==> src/rtl/name_seq_detector.sv <==
// Receive-side detector for the 17-character sequence "Alexandr Nosenko ", with a one-hot position output.
// Optional build macro NAME_CASE_FOLD_EN enables case-insensitive letter comparison.
module name_seq_detector #(
    parameter int CNT_W   = 8,
    parameter int TIMEOUT = 15
) (
    input  logic             CLK,
    input  logic             RST_N,
    input  logic             VALID,
    input  logic [0:7]       DIN,
    output logic [0:16]      Q,
    output logic             MATCH,
    output logic             ERR,
    output logic [CNT_W-1:0] MCOUNT
);

    typedef enum logic {
        ST_IDLE  = 1'b0,
        ST_TRACK = 1'b1
    } state_t;

    localparam int TMO_W = (TIMEOUT < 2) ? 1 : $clog2(TIMEOUT + 1);

    function automatic logic [7:0] f_table(input logic [4:0] pos);
        case (pos)
            5'd0:    return 8'h41;
            5'd1:    return 8'h6C;
            5'd2:    return 8'h65;
            5'd3:    return 8'h78;
            5'd4:    return 8'h61;
            5'd5:    return 8'h6E;
            5'd6:    return 8'h64;
            5'd7:    return 8'h72;
            5'd9:    return 8'h4E;
            5'd10:   return 8'h6F;
            5'd11:   return 8'h73;
            5'd12:   return 8'h65;
            5'd13:   return 8'h6E;
            5'd14:   return 8'h6B;
            5'd15:   return 8'h6F;
            default: return 8'h20;
        endcase
    endfunction

    function automatic logic [7:0] f_fold(input logic [7:0] b);
`ifdef NAME_CASE_FOLD_EN
        if ((b >= 8'h41 && b <= 8'h5A) || (b >= 8'h61 && b <= 8'h7A))
            return b & 8'hDF;
        else
            return b;
`else
        return b;
`endif
    endfunction

    function automatic logic [0:16] f_onehot(input logic [4:0] pos);
        return 17'h1_0000 >> pos;
    endfunction

    state_t             r_state;
    logic [4:0]         r_pos;
    logic [0:16]        r_q;
    logic               r_match;
    logic               r_err;
    logic [CNT_W-1:0]   r_mcount;
    logic [TMO_W-1:0]   r_tmo;

    state_t             w_state_nxt;
    logic [4:0]         w_pos_nxt;
    logic [0:16]        w_q_nxt;
    logic               w_match_nxt;
    logic               w_err_nxt;
    logic [CNT_W-1:0]   w_mcount_nxt;
    logic [TMO_W-1:0]   w_tmo_nxt;

    logic [7:0]         w_din;
    logic [4:0]         w_next_pos;
    logic               w_cont;
    logic               w_is_a;
    logic               w_tmo_hit;

    // DIN[0] is the MSB, so a straight assignment lands it on w_din[7]
    assign w_din      = DIN;
    assign w_next_pos = (r_pos == 5'd16) ? 5'd0 : r_pos + 5'd1;
    assign w_cont     = (f_fold(w_din) == f_fold(f_table(w_next_pos)));
    assign w_is_a     = (f_fold(w_din) == 8'h41);
    assign w_tmo_hit  = (TIMEOUT != 0) && (r_tmo == TMO_W'(TIMEOUT - 1));

    always_comb begin
        w_state_nxt  = r_state;
        w_pos_nxt    = r_pos;
        w_q_nxt      = r_q;
        w_match_nxt  = 1'b0;
        w_err_nxt    = 1'b0;
        w_mcount_nxt = r_mcount;
        w_tmo_nxt    = r_tmo;

        case (r_state)
            ST_IDLE: begin
                w_tmo_nxt = '0;
                if (VALID) begin
                    if (w_is_a) begin
                        w_state_nxt = ST_TRACK;
                        w_pos_nxt   = 5'd0;
                        w_q_nxt     = f_onehot(5'd0);
                    end else begin
                        w_q_nxt     = '0;
                    end
                end
            end
            ST_TRACK: begin
                if (VALID) begin
                    w_tmo_nxt = '0;
                    // Continuation is tested first so a folded 'a' at position 4 is not a restart
                    if (w_cont) begin
                        w_pos_nxt = w_next_pos;
                        w_q_nxt   = f_onehot(w_next_pos);
                        if (w_next_pos == 5'd16) begin
                            w_match_nxt = 1'b1;
                            if (r_mcount != '1)
                                w_mcount_nxt = r_mcount + 1'b1;
                        end
                    end else if (r_pos == 5'd16) begin
                        w_state_nxt = ST_IDLE;
                        w_q_nxt     = '0;
                    end else begin
                        w_err_nxt = 1'b1;
                        if (w_is_a) begin
                            w_pos_nxt = 5'd0;
                            w_q_nxt   = f_onehot(5'd0);
                        end else begin
                            w_state_nxt = ST_IDLE;
                            w_q_nxt     = '0;
                        end
                    end
                end else if (TIMEOUT != 0 && r_pos != 5'd16) begin
                    if (w_tmo_hit) begin
                        w_state_nxt = ST_IDLE;
                        w_q_nxt     = '0;
                        w_err_nxt   = 1'b1;
                        w_tmo_nxt   = '0;
                    end else begin
                        w_tmo_nxt = r_tmo + 1'b1;
                    end
                end
            end
            default: begin
                w_state_nxt = ST_IDLE;
                w_q_nxt     = '0;
            end
        endcase
    end

    always_ff @(posedge CLK or negedge RST_N) begin
        if (!RST_N) begin
            r_state  <= ST_IDLE;
            r_pos    <= '0;
            r_q      <= '0;
            r_match  <= 1'b0;
            r_err    <= 1'b0;
            r_mcount <= '0;
            r_tmo    <= '0;
        end else begin
            r_state  <= w_state_nxt;
            r_pos    <= w_pos_nxt;
            r_q      <= w_q_nxt;
            r_match  <= w_match_nxt;
            r_err    <= w_err_nxt;
            r_mcount <= w_mcount_nxt;
            r_tmo    <= w_tmo_nxt;
        end
    end

    assign Q      = r_q;
    assign MATCH  = r_match;
    assign ERR    = r_err;
    assign MCOUNT = r_mcount;

endmodule

==> config.mk <==
export PLATFORM = sky130hd
export DESIGN_NAME = name_seq_detector
export DESIGN_NICKNAME = d
export VERILOG_FILES = /design/src/rtl/name_seq_detector.sv
export SDC_FILE = /design/constraint.sdc
export NUM_CORES = 1
export LEC_CHECK = 0
export ABC_AREA = 0
export CAP_MARGIN = 20
export CORE_UTILIZATION = 40
export DETAILED_ROUTE_END_ITERATION = 6
export GPL_TIMING_DRIVEN = 0
export PLACE_DENSITY = 0.73
export SYNTH_ARGS = -nofsm -noshare
export SYNTH_HDL_FRONTEND = slang
export SYNTH_SLANG_ARGS = --single-unit
==> constraint.sdc <==
create_clock -name CLK -period 3.2 [get_ports CLK]
set_input_delay 0.32 -clock CLK [delete_from_list [all_inputs] [get_ports CLK]]
set_output_delay 0.32 -clock CLK [all_outputs]
set_load 0.02 [all_outputs]
==> results.cfg <==
[clock_network]
cts_buffer_depth = 2
cts_made_buffers = 5
cts_tree = yes
hold_buffers = 0
clk_latency_ps = 290
cts.sinks = 37
cts_htree_levels = 2
clk_pin_slew_ps = 70
cts_root_buf = clkbuf_8

[placement]
pre_cts_ws_ps = -375
place_congestion = 0.843
port_buffers = 37
dp_hpwl_um = 3760

[worst_setup_path]
cp.required_ps = 3400
crit_path_start_kind = register
slowest_stage = or4_1
end_kind = register
path_delay_family = simple AND/OR/NAND/NOR gates
path_class = register to register
crit_top_cell = ha_4
path_cells = inv_4 > ha_4 > and4bb_1 > buf_6 > clkbuf_16 > nor2_4 > inv_2 > ha_4 > mux2i_4 > or4_4 > a2111oi_4 > nand4_4 > or4_1 > o2111ai_1
arrival_ps = 3380
critPathMaxStageDelay_ps = 520
worstPathMaxFanout = 6
cp_num_buf_inv = 4

[yosys]
synth.cell_area_um2 = 2320
ys_ff_latch = 37
ys.flop_type = dfrtp_1
synth_cell_type_count = 54
synth.avg_cell_area_um2 = 10.3
synth-compound-area-share_pct = 15.6
ys_seq_area_share_pct = 39.9
synthArstFlopShare_pct = 100
synth_warnings = 0
synth_top_family_by_area = simple AND/OR/NAND/NOR gates
syn_inst = 225
synth_xor_area_share_pct = 5.71
synth_simple_gate_area_share_pct = 23.0
synth-adder-area-share_pct = 6.47
synth_edf_count = 0
syn_nets = 248
synth_mux_area_share_pct = 4.63

[timing]
tns_ps = 0
whs_ps = 118
rsz0062_at_grt = yes
setup_viol = 0
relSlewSlack_pct = 38.6
hold_viol = 0
max_clock_freq_mhz = 315
layout_setup_ws_ps = 26.5
fin_skew_ps = 4.38
fin_crit_sh_pct = 99.2
drv_slew = 0
worst_pin_slew_ps = 915
finalCriticalPeriod_ps = 3170

[floorplan]
ios = 38
die_width_um = 78.2
die_y_um = 78.2
start_util_pct = 41.9
row_count = 27
core_area_um2 = 5540
dieArea_um2 = 6110

[route]
drc_errors = 0
post_drt_via_cell_ratio = 5.52
wl_per_cell_um = 16.1
firstDrtPassIters = 4
drt.antenna.violating_nets = 0
routed_wl_um = 5760
num_vias = 1976
drt-initial-drc-count = 201

[power_and_ir_drop]
power_density_nw_per_um2 = 269
p_leak_nw = 1.38
peakVddDrop_uv = 268

[finish]
most-common-layout-cells = dfrtp_1 (36), clkdlybuf4s50_1 (36), buf_4 (16), nand2_1 (16), a21oi_1 (10)
nets = 308
diodes = 0
area_growth_pct = 37.3
layout-drive-gt1-share_pct = 25.5

[worst_hold_path]
hold_path_class = input pin to asynchronous set/reset pin

[global_route]
grt_pass1_vias = 1943
grt_use_total_pct = 19.9
antenna_found_initial = 0
overflow = 0
grt_pass1_wl_um = 9500
grt_max_degree = 38

[job]
cap_viol_max_count = 0

[run_status]
status = finished clean
==> sequential cells by signal, indices dropped and copies added (netlist names) <==
signal and flops:
MATCH 1, r_pos 5, r_tmo 4, MCOUNT 8, Q 17, ERR 1
r_state 1
==> stage by stage <==
step	utilization [%]	total power [mW]	std cells	area, um2
after global placement	50.9	0.519	334	2820
after CTS	55.8	0.866	357	3090
final	57.6	0.858	358	3190
after floorplan	-	0.491	225	2360
after global routing	57.6	0.889	358	3190
after detailed placement	50.8	0.518	334	2810
==> per-layer routing <==
| layer | share of wire (%) | track usage (%) | vias up | wire length, um |
|---|---|---|---|---|
| met5 | 0 | 0 | - | 0 |
| met4 | 1.2 | 5.00 | 0 | 71 |
| met3 | 5.3 | 3.72 | 11 | 307 |
| met2 | 51 | 34.7 | 66 | 2910 |
| met1 | 43 | 25.4 | 951 | 2470 |
| li1 | - | - | 948 | - |
==> worst paths after layout <==
kind	startpoint	endpoint	slack (ps)	cells after the start
worst max register to register	r_pos[0]	r_pos[0]	30	14
max in group asynchronous	RST_N	r_pos[0]	2500	1
min in group CLK	Q[16]	Q[16]	500	1
worst max-delay path	r_pos[0]	r_pos[0]	30	14
worst min register to register	Q[16]	Q[16]	500	1
worst min-delay path	RST_N	r_pos[3]	120	1
==> cells in the mapped netlist, types with 6 or more instances <==
master,n,area (um2)
and3_1,6,37.5
inv_1,8,30.0
ha_1,12,150
mux2i_1,6,60.1
nor3_1,11,55.1
dfrtp_1,37,926
a21oi_1,10,50.1
a32o_1,7,70.1
nand3_1,6,30.0
nand2_1,17,63.8
nor2_1,13,48.8
xor2_1,8,70.1
==> timing repair <==
action | 4_1_cts | 5_1_grt
gates cloned | 1 | 0
endpoints found under the setup margin | 32 | 32
gates resized for setup | 15 | 19
pin swaps | 4 | 8
buffers inserted | 14 | 1
==> final cells by class <==
cell class	instances	area (um2)
fillers	470	2350
repair buffers	53	493
well taps	72	90.1
inverters	8	32.5
flip-flops and latches	37	927
plain buffers	11	108
clock buffers	6	82.6
clock inverters	2	13.8
multi-input cells	169	1440
==> where the power goes <==
part	internal, mW	switching (mW)
Sequential	0.467	0.0000711
Clock	0.175	0.174
Combinational	0.0167	0.0251
==> cell families (layout without fill, tap and decap cells) <==
logic type                 Yosys count  in the layout
AOI/OAI and AO/OA                   46             46
muxes                               10             10
xor gates and xnor gates            13             13
adders and majority gates           12             12
buffers and inverters               19             80
and+or+nand+nor                     88             88
DFF                                 37             37
No activity file was read; power rests on OpenSTA's default activity.
